$ cat src/rtl/fp_out_quantizer.sv
`default_nettype none
// ============================================================================
// Module   : fp_out_quantizer
// Purpose  : Converts IEEE-754 single-precision filter samples into signed
//            OUT_W-bit fixed point (value x 2^FRAC_W). The data path is a
//            three-stage pipeline (classify, align, round/saturate) that
//            feeds a small output FIFO with a valid/ready handshake.
//            Round to nearest with ties away from zero; results outside the
//            output range saturate. Sticky flags report saturation/NaN and
//            samples dropped because the FIFO was full.
// Ports    : clk        - single clock, rising edge
//            areset     - asynchronous active-high reset
//            i_sample   - 32-bit float sample
//            i_strobe   - capture i_sample this cycle
//            o_data     - quantized sample at the FIFO head (0 when empty)
//            o_valid    - o_data holds a valid sample
//            i_ready    - downstream takes o_data this cycle
//            o_sat      - sticky: saturation or NaN seen
//            o_overrun  - sticky: sample dropped on a full FIFO
//            i_flag_clr - clears both sticky flags (a set event wins)
// Revision : 1.0 - initial release
// ============================================================================
module fp_out_quantizer #(
  parameter int OUT_W  = 16,
  parameter int FRAC_W = 15,
  parameter int DEPTH  = 4
) (
  input  logic             clk,
  input  logic             areset,
  input  logic [31:0]      i_sample,
  input  logic             i_strobe,
  output logic [OUT_W-1:0] o_data,
  output logic             o_valid,
  input  logic             i_ready,
  output logic             o_sat,
  output logic             o_overrun,
  input  logic             i_flag_clr
);

  // Aligned magnitude carries one extra fractional bit (the rounding bit)
  // and one headroom bit above the largest legal rounded magnitude.
  localparam int c_MW       = OUT_W + 2;
  localparam int c_AW       = $clog2(DEPTH);
  // Left-shift amount of the 24-bit mantissa, including the rounding bit:
  // L = exp - 127 + FRAC_W - 23 + 1 = exp - c_LSH_BIAS.
  localparam int c_LSH_BIAS = 127 - FRAC_W + 23 - 1;
  // With the hidden bit at position 23, L >= c_MW-23 puts a set bit at or
  // above bit c_MW, which is beyond any representable result.
  localparam int c_OVF_L    = c_MW - 23;

  localparam logic [c_MW-1:0]  c_POS_MAX  = c_MW'((1 << (OUT_W - 1)) - 1);
  localparam logic [c_MW-1:0]  c_NEG_MAG  = c_MW'(1 << (OUT_W - 1));
  localparam logic [OUT_W-1:0] c_OUT_POS  = {1'b0, {(OUT_W - 1){1'b1}}};
  localparam logic [OUT_W-1:0] c_OUT_NEG  = {1'b1, {(OUT_W - 1){1'b0}}};
  localparam logic [c_AW:0]    c_CNT_FULL = (c_AW + 1)'(DEPTH);

  typedef enum logic [1:0] {
    CLS_ZERO = 2'd0,  // zero or denormal
    CLS_NORM = 2'd1,
    CLS_INF  = 2'd2,
    CLS_NAN  = 2'd3
  } cls_t;

  // --------------------------------------------------------------------------
  // S1: capture and classify
  // --------------------------------------------------------------------------
  cls_t        w_cls;
  logic        s1_valid_q;
  logic        s1_sign_q;
  cls_t        s1_cls_q;
  logic [7:0]  s1_exp_q;
  logic [23:0] s1_man_q;

  always_comb begin
    w_cls = CLS_NORM;
    if (i_sample[30:23] == 8'h00) begin
      w_cls = CLS_ZERO;
    end else if (i_sample[30:23] == 8'hFF) begin
      w_cls = (i_sample[22:0] == 23'd0) ? CLS_INF : CLS_NAN;
    end
  end

  always_ff @(posedge clk or posedge areset) begin
    if (areset) begin
      s1_valid_q <= 1'b0;
      s1_sign_q  <= 1'b0;
      s1_cls_q   <= CLS_ZERO;
      s1_exp_q   <= 8'd0;
      s1_man_q   <= 24'd0;
    end else begin
      s1_valid_q <= i_strobe;
      if (i_strobe) begin
        s1_sign_q <= i_sample[31];
        s1_cls_q  <= w_cls;
        s1_exp_q  <= i_sample[30:23];
        s1_man_q  <= {1'b1, i_sample[22:0]};
      end
    end
  end

  // --------------------------------------------------------------------------
  // S2: align mantissa
  // --------------------------------------------------------------------------
  logic signed [31:0] w_lsh;
  logic signed [31:0] w_rsh;
  logic [47:0]        w_wide;
  logic               w_ovf;

  assign w_lsh = $signed({24'd0, s1_exp_q}) - c_LSH_BIAS;
  assign w_rsh = -w_lsh;

  always_comb begin
    w_wide = 48'd0;
    w_ovf  = 1'b0;
    case (s1_cls_q)
      CLS_NORM: begin
        if (w_lsh >= c_OVF_L) begin
          w_ovf = 1'b1;
        end else if (w_lsh >= 0) begin
          w_wide = {24'd0, s1_man_q} << w_lsh[5:0];
        end else if (w_rsh < 48) begin
          // Larger right shifts leave w_wide at zero rather than wrapping.
          w_wide = {24'd0, s1_man_q} >> w_rsh[5:0];
        end
      end
      CLS_INF: w_ovf = 1'b1;
      default: ;
    endcase
  end

  logic            s2_valid_q;
  logic            s2_sign_q;
  logic            s2_nan_q;
  logic            s2_ovf_q;
  logic [c_MW-1:0] s2_mag_q;

  always_ff @(posedge clk or posedge areset) begin
    if (areset) begin
      s2_valid_q <= 1'b0;
      s2_sign_q  <= 1'b0;
      s2_nan_q   <= 1'b0;
      s2_ovf_q   <= 1'b0;
      s2_mag_q   <= '0;
    end else begin
      s2_valid_q <= s1_valid_q;
      if (s1_valid_q) begin
        s2_sign_q <= s1_sign_q;
        s2_nan_q  <= (s1_cls_q == CLS_NAN);
        // Upper bits are zero whenever w_ovf is clear; folding them in keeps
        // the overflow decision self-contained.
        s2_ovf_q  <= w_ovf | (|w_wide[47:c_MW]);
        s2_mag_q  <= w_wide[c_MW-1:0];
      end
    end
  end

  // --------------------------------------------------------------------------
  // S3: round, saturate, apply sign
  // --------------------------------------------------------------------------
  logic [c_MW:0]      w_mag_p1;
  logic [c_MW-1:0]    w_round;
  logic [OUT_W-1:0]   w_res;
  logic               w_sat;

  // Adding half an LSB to the magnitude and truncating gives ties away from
  // zero once the sign is applied afterwards.
  assign w_mag_p1 = {1'b0, s2_mag_q} + (c_MW + 1)'(1);
  assign w_round  = c_MW'(w_mag_p1 >> 1);

  always_comb begin
    w_res = '0;
    w_sat = 1'b0;
    if (s2_nan_q) begin
      w_sat = 1'b1;
    end else if (!s2_sign_q) begin
      if (s2_ovf_q || (w_round > c_POS_MAX)) begin
        w_res = c_OUT_POS;
        w_sat = 1'b1;
      end else begin
        w_res = w_round[OUT_W-1:0];
      end
    end else begin
      if (s2_ovf_q || (w_round > c_NEG_MAG)) begin
        w_res = c_OUT_NEG;
        w_sat = 1'b1;
      end else begin
        // A zero magnitude negates to zero, so no negative zero appears.
        w_res = -w_round[OUT_W-1:0];
      end
    end
  end

  // --------------------------------------------------------------------------
  // Output FIFO and sticky flags
  // --------------------------------------------------------------------------
  logic [OUT_W-1:0] mem_q [DEPTH];
  logic [c_AW-1:0]  wr_ptr_q;
  logic [c_AW-1:0]  rd_ptr_q;
  logic [c_AW:0]    count_q;
  logic [c_AW:0]    count_d;
  logic             sat_q;
  logic             sat_d;
  logic             overrun_q;
  logic             overrun_d;
  logic             w_full;
  logic             w_pop;
  logic             w_push;
  logic             w_drop;

  assign o_valid = (count_q != '0);
  assign o_data  = o_valid ? mem_q[rd_ptr_q] : '0;
  assign w_full  = (count_q == c_CNT_FULL);
  assign w_pop   = o_valid & i_ready;
  // A pop frees a slot in the same cycle, so a full FIFO still accepts.
  assign w_push  = s2_valid_q & (~w_full | w_pop);
  assign w_drop  = s2_valid_q & w_full & ~w_pop;

  always_comb begin
    count_d = count_q;
    case ({w_push, w_pop})
      2'b10:   count_d = count_q + (c_AW + 1)'(1);
      2'b01:   count_d = count_q - (c_AW + 1)'(1);
      default: count_d = count_q;
    endcase
    sat_d     = (s2_valid_q & w_sat) | (sat_q & ~i_flag_clr);
    overrun_d = w_drop | (overrun_q & ~i_flag_clr);
  end

  always_ff @(posedge clk) begin
    if (w_push) begin
      mem_q[wr_ptr_q] <= w_res;
    end
  end

  always_ff @(posedge clk or posedge areset) begin
    if (areset) begin
      wr_ptr_q  <= '0;
      rd_ptr_q  <= '0;
      count_q   <= '0;
      sat_q     <= 1'b0;
      overrun_q <= 1'b0;
    end else begin
      if (w_push) wr_ptr_q <= wr_ptr_q + c_AW'(1);
      if (w_pop)  rd_ptr_q <= rd_ptr_q + c_AW'(1);
      count_q   <= count_d;
      sat_q     <= sat_d;
      overrun_q <= overrun_d;
    end
  end

  assign o_sat     = sat_q;
  assign o_overrun = overrun_q;

endmodule
`default_nettype wire

$ cat config.mk
export PLATFORM = sky130hd
export DESIGN_NAME = fp_out_quantizer
export DESIGN_NICKNAME = d
export VERILOG_FILES = /design/src/rtl/fp_out_quantizer.sv
export SDC_FILE = /design/constraint.sdc
export NUM_CORES = 1
export LEC_CHECK = 0
export BUFFER_PORTS_ARGS = -buffer_cell sky130_fd_sc_hd__buf_2
export CORE_MARGIN = 5
export CORE_UTILIZATION = 40
export DETAILED_ROUTE_END_ITERATION = 16
export GPL_TIMING_DRIVEN = 1
export SYNTH_ARGS = -nofsm -noshare
export SYNTH_HDL_FRONTEND = slang
export SYNTH_SLANG_ARGS = --single-unit
$ cat constraint.sdc
create_clock -name clk -period 5 [get_ports clk]
set_input_delay 0.75 -clock clk [delete_from_list [all_inputs] [get_ports clk]]
set_output_delay 0.75 -clock clk [all_outputs]
set_load 0.005 [all_outputs]
==> results of run 1 <==
state kept, by name, indices dropped and copies added (netlist names), 2 cells and up:
register	flops
count_q	3
wr_ptr_q	2
s1_exp_q	8
s2_mag_q	18
mem_q	64
s1_man_q	24
rd_ptr_q	2
s1_cls_q	2
how the worst min path moves through the flow:
stage | end | cells past startpoint
3_5_place_dp | count_q[2] | 1
3_3_place_gp | count_q[2] | 1
5_1_grt | count_q[2] | 1
6_report | count_q[2] | 1
4_1_cts | count_q[2] | 1
2_1_floorplan | s2_valid_q | 0
per-stage QoR:
step | util (%) | setup slack [ns]
after CTS | 46.1 | 0.301
after global placement | 43.0 | 0.719
after global routing | 46.1 | 0.0766
final | 46.1 | 0.228
after detailed placement | 43.0 | 0.315
after floorplan | - | 0.803
cell type report:
cell class                      instances  area (sq um)
Clock buffer                           19           443
Clock inverter                         13           173
Tap cell                              265           332
Multi-Input combinational cell        486          3970
Timing Repair Buffer                   60           313
Inverter                               31           116
Sequential cell                       131          3600
Fill cell                            1813         10500
power breakdown:
part | leakage, nW | internal [mW] | switching [mW]
combinational | 1.73 | 0.632 | 0.673
sequential | 1.43 | 1.40 | 0.175
clock | 0.299 | 0.805 | 0.473
total | 3.45 | 2.83 | 1.32
cell families after synthesis:
group,count (synthesis)
compound gates,128
xor+xnor,43
fa+ha+maj,25
buf+inv,73
flops,131
mux,80
simple gates,210
worst max-delay path, stage by stage, from the launching register on:
cell	delay, ns
dfrtp_1	0.46
ha_1	0.33
or4_4	0.57
a21oi_1	0.52
o2111ai_1	0.23
ha_1	0.34
nor4b_1	0.33
nand4_1	0.20
nor4_1	0.37
a221oi_1	0.13
or4_1	0.71
nand2b_4	0.27
o31ai_4	0.21
Yosys cell counts, types with 3 or more instances:
cell,number
a211oi_1,12
a21o_1,4
a21oi_1,29
a221oi_1,5
a31oi_1,5
a32oi_1,6
and2_1,26
and3_1,9
buf_1,4
buf_2,4
buf_6,3
clkbuf_1,28
dfrtp_1,67
edfxtp_1,64
ha_1,24
inv_1,31
mux2_2,32
mux2i_1,17
mux4_2,31
nand2_1,51
nand2b_1,4
nand3_1,19
nand4_1,9
nand4b_1,3
nor2_1,28
nor2b_1,5
nor3_1,17
nor4_1,12
nor4b_1,3
o2111ai_1,4
o21ai_0,21
o22ai_1,11
o2bb2ai_1,7
o31ai_1,5
or2_2,3
or3_1,6
or4_1,4
xnor2_1,31
xor2_1,11
layer usage:
metal / vias up / share of wire [%] / track usage (%)
met2: 91 / 51 / 27.2
li1: 2693 / - / -
met1: 2647 / 44 / 19.5
met3: 22 / 3.6 / 3.22
met5: - / 0 / 0
met4: 0 / 1.8 / 5.76
==> metrics.yaml, run 1 <==
finalWeightedCongestion: 0.874
ioPinCount: 56
grt_max_degree: 68
vias: 5453
synth_fp_nets: 752
r2r_end: "s2_ovf_q"
worstHoldStart: "count_q[2]"
rsz0062_at_grt: "no"
placed_area_sq_mm: 0.00833
ctsRootBufferMaster: "clkbuf_16"
hold_viol: 0
cts.sinks: 131
chipHeight_um: 150
synth.distinct_cells: 68
clk_path_buf_depth: 2
path_clk_slew_ns: 0.06
finalCriticalPeriod_ns: 4.77
endpoint: "s2_ovf_q"
worstSetupEndpointType: "register"
hold_path_class: "reg2reg"
worstPathArrival_ns: 5.10
netlist.area_leader.share_pct: 24.4
core_area_sq_mm: 0.0194
first_pass_iters: 4
synth-simple-area-share_pct: 14.5
p_leak_nw: 3.45
ys_ff_latch: 131
wire_per_inst_um: 16.7
start_kind: "register"
cts_tree: "yes"
holdWs_ns: 0.477
placed_cells: 973
final_cell_mix: "dfrtp_1 (67), edfxtp_1 (64), buf_2 (55)"
cts_resized: 0
synth_compound_area_share_pct: 11.2
numCtsBuffers: 17
fin_crit_sh_pct: 95.4
timing.setup.tns_ns: 0
first_iter_violations: 322
die-area_sq_mm: 0.0226
ir_drop_mv: 0.315
reg2reg_depth: 12
path_class: "reg2reg"
fin_worst_skew_ns: 0.00966
max-cap-violations: 0
vias_per_cell: 5.43
synth.area.mux_share_pct: 15.6
worstSetupStartpoint: "s1_exp_q[1]"
synth_fa_ha_area_share_pct: 4.07
numPortBuffers: 55
r2r_start: "s1_exp_q[1]"
antenna-diode-count: 0
rrSetupSlack_ns: 0.23
synthFlopType: "dfrtp_1"
synthCells: 690
cts.htree.levels: 4
holdBufCountCts: 0
dieWidth_um: 150
overflow: 0
status: "finished, final reports clean"
gr-usage-all-layers_pct: 15.8
finalInstanceArea_sq_mm: 0.00895
grt_pass1_vias: 5610
synth_area_sq_mm: 0.00786
crit_required_ns: 5.33
insertion_delay_ns: 0.42
drt-total-wl_mm: 16.7
tightest_slew_ns: 1.17
drv_slew: 0
rows: 51
yosysWarnings: 0
grt_pass1_wl_mm: 28.4
synth_top_area_cell: "edfxtp_1"
powerDensity_mw_per_mm2: 464
ys_seq_area_share_pct: 45.8
drc: 0
final_common_cell: "dfrtp_1"
postSynth.asyncResetShare_pct: 51.1
critical_path.max_fanout: 10
setup-violations-final: 0
synthXorXnorAreaFrac_pct: 4.96
drtAntennaViolNets: 0
cts_setup_buffers: 0
syn_avg_cell_area_sq_um: 11.4
initial_core_util_pct: 40.5
synth_area_leaders: "edfxtp_1 (24%), dfrtp_1 (21%), mux4_2 (8.9%)"
dp_hpwl_mm: 12.5
total_power_mw: 4.15
synth_top_family_by_area: "multiplexers"
relSlewSlack_pct: 21.7
synth_edf_count: 64
synthToLayoutAreaGrowth_pct: 13.8
layout-drive-gt1-share_pct: 22.8
antenna_found_initial: 0
fmax_mhz: 210
fin_nets: 789
finish.cell_count_without_fillers: 1005
(Power assumes the default switching activity.)
==> run 2: changes to the inputs <==
--- a/config.mk
+++ b/config.mk
@@ -5,11 +5,12 @@
 export SDC_FILE = /design/constraint.sdc
 export NUM_CORES = 1
 export LEC_CHECK = 0
+export ABC_AREA = 1
 export BUFFER_PORTS_ARGS = -buffer_cell sky130_fd_sc_hd__buf_2
 export CORE_MARGIN = 5
 export CORE_UTILIZATION = 40
 export DETAILED_ROUTE_END_ITERATION = 16
-export GPL_TIMING_DRIVEN = 1
+export GPL_TIMING_DRIVEN = 0
 export SYNTH_ARGS = -nofsm -noshare
 export SYNTH_HDL_FRONTEND = slang
 export SYNTH_SLANG_ARGS = --single-unit
==> metrics.yaml, run 2 <==
overflow: 0  # unchanged
first_pass_iters: 5  # +1
holdBufCountCts: 0  # unchanged
powerDensity_mw_per_mm2: 442  # -4.7%
synth_top_cells_by_count: "nand2_1 (380), nor2_1 (151), o21ai_0 (139)"
timing.setup.tns_ns: 0  # unchanged
insertion_delay_ns: 0.43  # about the same
yosysWarnings: 0  # unchanged
drv_slew: 0  # unchanged
synthCells: 1242  # +80%
grt_max_degree: 68  # unchanged
ys_ff_latch: 131  # unchanged
numCtsBuffers: 17  # unchanged
synthToLayoutAreaGrowth_pct: 14.3
ys_seq_area_share_pct: 40.7  # -5.0 points
rows: 54  # +5.9%
largestRegisters: "mem_q: 64 flops, s1_man_q: 24 flops, s2_mag_q: 18 flops"
synth_area_sq_mm: 0.00883  # +12%
ctsRootBufferMaster: "clkbuf_16"
critical_path.max_fanout: 11  # +1
cts.sinks: 131  # unchanged
synth_area_leaders: "edfxtp_1 (22%), dfrtp_1 (19%), nand2_1 (16%)"
clk_path_buf_depth: 2  # unchanged
syn_avg_cell_area_sq_um: 7.11  # -38%
max-cap-violations: 0  # unchanged
crit_required_ns: 5.34  # about the same
layout-drive-gt1-share_pct: 9.31  # -14 points
drc: 0  # unchanged
status: "finished, final reports clean"
setup-violations-final: 0  # unchanged
cts_resized: 0  # unchanged
fmax_mhz: 258  # +23%
ioPinCount: 56  # unchanged
antenna-diode-count: 0  # unchanged
initial_core_util_pct: 40.6  # +0.065 points
hold_path_class: "reg2reg"
final_common_cell: "nand2_1"
path_class: "reg2reg"
finalWeightedCongestion: 0.941  # +7.7%
vias: 8307  # +52%
synthFlopType: "dfrtp_1"
cts_tree: "yes"
placed_area_sq_mm: 0.00952  # +14%
netlist.area_leader.share_pct: 21.8  # -2.7 points
postSynth.asyncResetShare_pct: 51.1  # unchanged
largest-register: "mem_q"
vias_per_cell: 5.15  # -5.0%
worstSetupEndpointType: "register"
fin_nets: 1381  # +75%
drtAntennaViolNets: 0  # unchanged
chipHeight_um: 159  # +5.6%
wire_per_inst_um: 15.2  # -8.7%
rsz0062_at_grt: "no"
core_area_sq_mm: 0.0218  # +12%
start_kind: "register"
total_power_mw: 4.47  # +7.5%
finalCriticalPeriod_ns: 3.87  # -0.903 ns
grt_pass1_vias: 7733  # +38%
synth_top_area_cell: "edfxtp_1"
drt-total-wl_mm: 24.5  # +46%
gr-usage-all-layers_pct: 20.2  # +4.4 points
yosysMostFrequentCell: "nand2_1"
tightest_slew_ns: 0.912  # -0.262 ns
largest_reg_flops: 64  # unchanged
fin_ws_ns: 1.13  # +0.903 ns
final_cell_mix: "nand2_1 (380), nor2_1 (147), o21ai_0 (139)"
numPortBuffers: 55  # unchanged
antenna_found_initial: 0  # unchanged
finalInstanceArea_sq_mm: 0.0101  # +13%
p_leak_nw: 4.63  # +34%
dieWidth_um: 159  # +5.6%
first_iter_violations: 697  # +120%
die-area_sq_mm: 0.0252  # +11%
synth.distinct_cells: 44  # -35%
ir_drop_mv: 0.229  # -27%
grt_pass1_wl_mm: 39.9  # +41%
hold_viol: 0  # unchanged
synth_fp_nets: 1304  # +73%
pre_cts_ws_ns: 1.18  # +0.867 ns
fin_worst_skew_ns: 0.0113  # +0.00168 ns
relSlewSlack_pct: 39.1  # +17 points
path_clk_slew_ns: 0.07  # about the same
cts.htree.levels: 4  # unchanged
dp_hpwl_mm: 18.8  # +50%
worstPathArrival_ns: 4.21  # -0.89 ns
cts_setup_buffers: 0  # unchanged
fin_crit_sh_pct: 77.4  # -18 points
synth_edf_count: 64  # unchanged
[run 2: layout make-up]
cell class	count	area [sq um]
inverter	108	408
sequential	131	3600
multi-input combinational	950	4630
tap	280	350
timing repair buffer	58	320
clock inverter	15	156
buffer	53	210
fill	2269	11700
clock buffer	17	425
[run 2: cell families after synthesis]
logic type,share of synthesized area (%)
adder cells (fa/ha/maj),3.63
multiplexers,0.907
buffers and inverters,6.97
AO/OA/AOI/OAI,13.9
AND/OR/NAND/NOR,31.7
flip-flops,40.7
XOR/XNOR,2.18
[run 2: where the power goes]
group | switching [mW] | leakage, nW | internal, mW
registers | 0.0751 | 1.43 | 1.38
clock network | 0.573 | 0.281 | 0.667
logic | 1.18 | 2.92 | 0.591
total | 1.83 | 4.63 | 2.64
[run 2: path summary, 6_finish.rpt]
check | start | endpoint | slack, ns | cells past startpoint
setup / recovery | s1_exp_q[1] | s2_mag_q[6] | 1.13 | 18
hold / removal | o_overrun | o_overrun | 0.48 | 2
setup reg to reg | s1_exp_q[1] | s2_mag_q[6] | 1.13 | 18
hold reg to reg | o_overrun | o_overrun | 0.48 | 2
max in group asynchronous | areset | s2_mag_q[9] | 3.94 | 2
min in group asynchronous | areset | rd_ptr_q[1] | 0.50 | 2
[run 2: worst max-delay path, stage by stage (launching register included)]
cell,delay (ns)
dfrtp_1,0.42
buf_2,0.20
inv_1,0.16
clkbuf_1,0.43
ha_1,0.42
inv_1,0.24
nand2_1,0.18
nor2_8,0.22
nand3_1,0.11
ha_1,0.29
nor4b_1,0.25
nand3_1,0.12
nor2_1,0.14
nand3_2,0.09
nand2_4,0.13
nand2_4,0.09
nor2_8,0.13
nand2_1,0.08
o21ai_0,0.07
[run 2: through the flow]
| step | instances | utilization, % | hold WS, ns |
|---|---|---|---|
| finish | 1612 | 46.4 | 0.480 |
| global placement | 1577 | 43.5 | 0.467 |
| detailed placement | 1580 | 43.7 | 0.475 |
| CTS | 1612 | 46.4 | 0.491 |
| floorplan | 1242 | - | 0.426 |
| global route | 1612 | 46.4 | 0.519 |
[run 2: per-layer routing]
metal	share of wire, %	GRT usage (%)
met5	0	0
met4	1.9	6.26
met3	6.5	3.83
met2	44	31.3
met1	48	28.6
==> run 3: changes to the inputs <==
--- a/config.mk
+++ b/config.mk
@@ -5,7 +5,7 @@
 export SDC_FILE = /design/constraint.sdc
 export NUM_CORES = 1
 export LEC_CHECK = 0
-export ABC_AREA = 1
+export ABC_AREA = 0
 export BUFFER_PORTS_ARGS = -buffer_cell sky130_fd_sc_hd__buf_2
 export CORE_MARGIN = 5
 export CORE_UTILIZATION = 40
==> constraint.sdc (replaced) <==
create_clock -name clk -period 3.87 [get_ports clk]
set_input_delay 0.5805 -clock clk [delete_from_list [all_inputs] [get_ports clk]]
set_output_delay 0.5805 -clock clk [all_outputs]
set_load 0.005 [all_outputs]
==> metrics.yaml, run 3 (same netlist as run 1, synthesis figures left out) <==
critPathBufInv: 2  # -2
pre_cts_ws_ns: -0.685  # -1.87 ns
p_leak_nw: 3.63  # -22%
ioPinCount: 56  # unchanged
largestRegisters: "mem_q: 64 flops, s1_man_q: 24 flops, s2_mag_q: 18 flops"
crit_path_max_incr_delay_ns: 0.57  # +0.14 ns
start_kind: "register"
first_iter_violations: 379  # -46%
tightest_slew_ns: 1.17  # +0.256 ns
synthToLayoutAreaGrowth_pct: 20.6
cp_slowest_cell: "or4_4"
grt_max_degree: 68  # unchanged
gr-usage-all-layers_pct: 16.9  # -3.3 points
chipHeight_um: 150  # -5.3%
largest_reg_flops: 64  # unchanged
hold_viol: 0  # unchanged
crit_required_ns: 4.19  # -1.15 ns
insertion_delay_ns: 0.42  # about the same
fin_crit_sh_pct: 100  # +23 points
crit_top_cell: "or4_4"
wire_per_inst_um: 17.5  # +15%
final_cell_mix: "dfrtp_1 (64), edfxtp_1 (64), buf_2 (58)"
rows: 51  # -5.6%
grt_pass1_wl_mm: 30.0  # -25%
drc: 0  # unchanged
hold_path_class: "in2async"
dieWidth_um: 150  # -5.3%
dp_hpwl_mm: 13.7  # -27%
nFillCells: 1800  # -21%
cts.sinks: 131  # unchanged
rsz0062_at_grt: "yes"
antenna_found_initial: 0  # unchanged
drt-total-wl_mm: 18.4  # -25%
first_pass_iters: 5  # unchanged
layout-drive-gt1-share_pct: 29.1  # +20 points
timing.setup.tns_ns: -0.0152  # -0.0152 ns
die-area_sq_mm: 0.0226  # -10%
powerDensity_mw_per_mm2: 578  # +31%
reg2reg_depth: 14  # -4
cts_tree: "yes"
drtAntennaViolNets: 0  # unchanged
fin_ws_ns: -0.0152  # -1.15 ns
setup-violations-final: 1  # +1
fin_worst_skew_ns: 0.00835  # -0.00299 ns
cts.htree.levels: 4  # unchanged
path_clk_slew_ns: 0.06  # about the same
ir_drop_mv: 0.311  # +36%
initial_core_util_pct: 40.5  # -0.065 points
worstPathArrival_ns: 4.21  # about the same
overflow: 0  # unchanged
clk_path_buf_depth: 2  # unchanged
vias: 5778  # -30%
finalCriticalPeriod_ns: 3.89  # +0.0155 ns
worstSetupEndpointType: "register"
relSlewSlack_pct: 21.6  # -18 points
finalWeightedCongestion: 0.863  # -8.3%
fin_util_pct: 48.9  # +2.5 points
core_area_sq_mm: 0.0194  # -11%
fin_nets: 835  # -40%
cp_cell_sequence: "or3_4 -> or4_4 -> a21oi_4 -> buf_12 -> o2111ai_4 -> ha_4 -> and4b_1 -> nand4_1 -> buf_4 -> a21oi_2 -> a221oi_2 -> or4_4 -> nand2b_4 -> o31ai_4"
status: "finished, violations left"
holdWs_ns: 0.322  # -0.158 ns
max-cap-violations: 0  # unchanged
ctsRootBufferMaster: "clkbuf_16"
drv_slew: 0  # unchanged
critPathTopFamily: "simple AND/OR/NAND/NOR gates"
rrSetupSlack_ns: -0.02  # -1.15 ns
fmax_mhz: 257  # -0.40%
critical_path.max_fanout: 8  # -3
largest-register: "mem_q"
numCtsBuffers: 17  # unchanged
antenna-diode-count: 0  # unchanged
cp.depth: 14  # -4
numPortBuffers: 55  # unchanged
path_class: "reg2reg"
grt_pass1_vias: 5836  # -25%
holdBufCountCts: 0  # unchanged
violations: "negative setup slack"
vias_per_cell: 5.50  # +6.7%
==> run 3: cell types whose count changed in the layout (fill, tap and decap cells not counted), moves of 25 or more <==
cell	delta
nand2_1	-329
nor2_1	-119
o21ai_0	-118
inv_1	-72
nand3_1	-68
mux2_2	+32
mux4_2	+31
and2_1	+25
==> run 3: what timing repair did <==
item / in CTS / in global routing
pin swaps: 15 / 15
resized for setup: 25 / 38
setup buffers: 8 / 6
gates cloned: 1 / 0
setup endpoints to repair: 51 / 59
==> run 3: through the flow <==
step | cell area, sq um | total power, mW | std cells
final | 9480 | 5.48 | 1051
after global routing | 9480 | 5.79 | 1051
after CTS | 9260 | 5.48 | 1049
after detailed placement | 8490 | 3.82 | 1010
after global placement | 8490 | 3.75 | 1010
after floorplan | 7880 | 3.25 | 690
==> run 3: metal layers <==
layer | global-route usage [%] | wire [um] | vias up
li1 | - | - | 2781
met1 | 20.1 | 7820 | 2838
met2 | 30.5 | 9670 | 132
met3 | 3.31 | 587 | 27
met4 | 5.44 | 354 | 0
met5 | 0 | 0 | -
==> run 3: final timing paths <==
kind | to | from
worst min register to register | count_q[2] | count_q[2]
worst min-delay path | o_sat | areset
worst max register to register | s2_ovf_q | s1_exp_q[3]
worst max-delay path | s2_ovf_q | s1_exp_q[3]
min in group clk | o_sat | i_flag_clr
max in group asynchronous | s1_exp_q[1] | areset
==> run 3: area by class of cell <==
type	count	area (sq um)	share of cell area, %
multi-input combinational	487	4290	45.3
sequential	131	3600	38.0
clock buffer	19	443	4.67
timing repair buffer	69	400	4.22
tap	265	332	3.50
buffer	36	149	1.57
clock inverter	13	148	1.56
inverter	31	119	1.25
==> run 3: where the power goes <==
group	total [mW]	internal [mW]	switching [mW]
Clock	1.61	0.977	0.637
Combinational	1.94	0.868	1.07
Sequential	1.93	1.81	0.120
Total	5.48	3.65	1.83
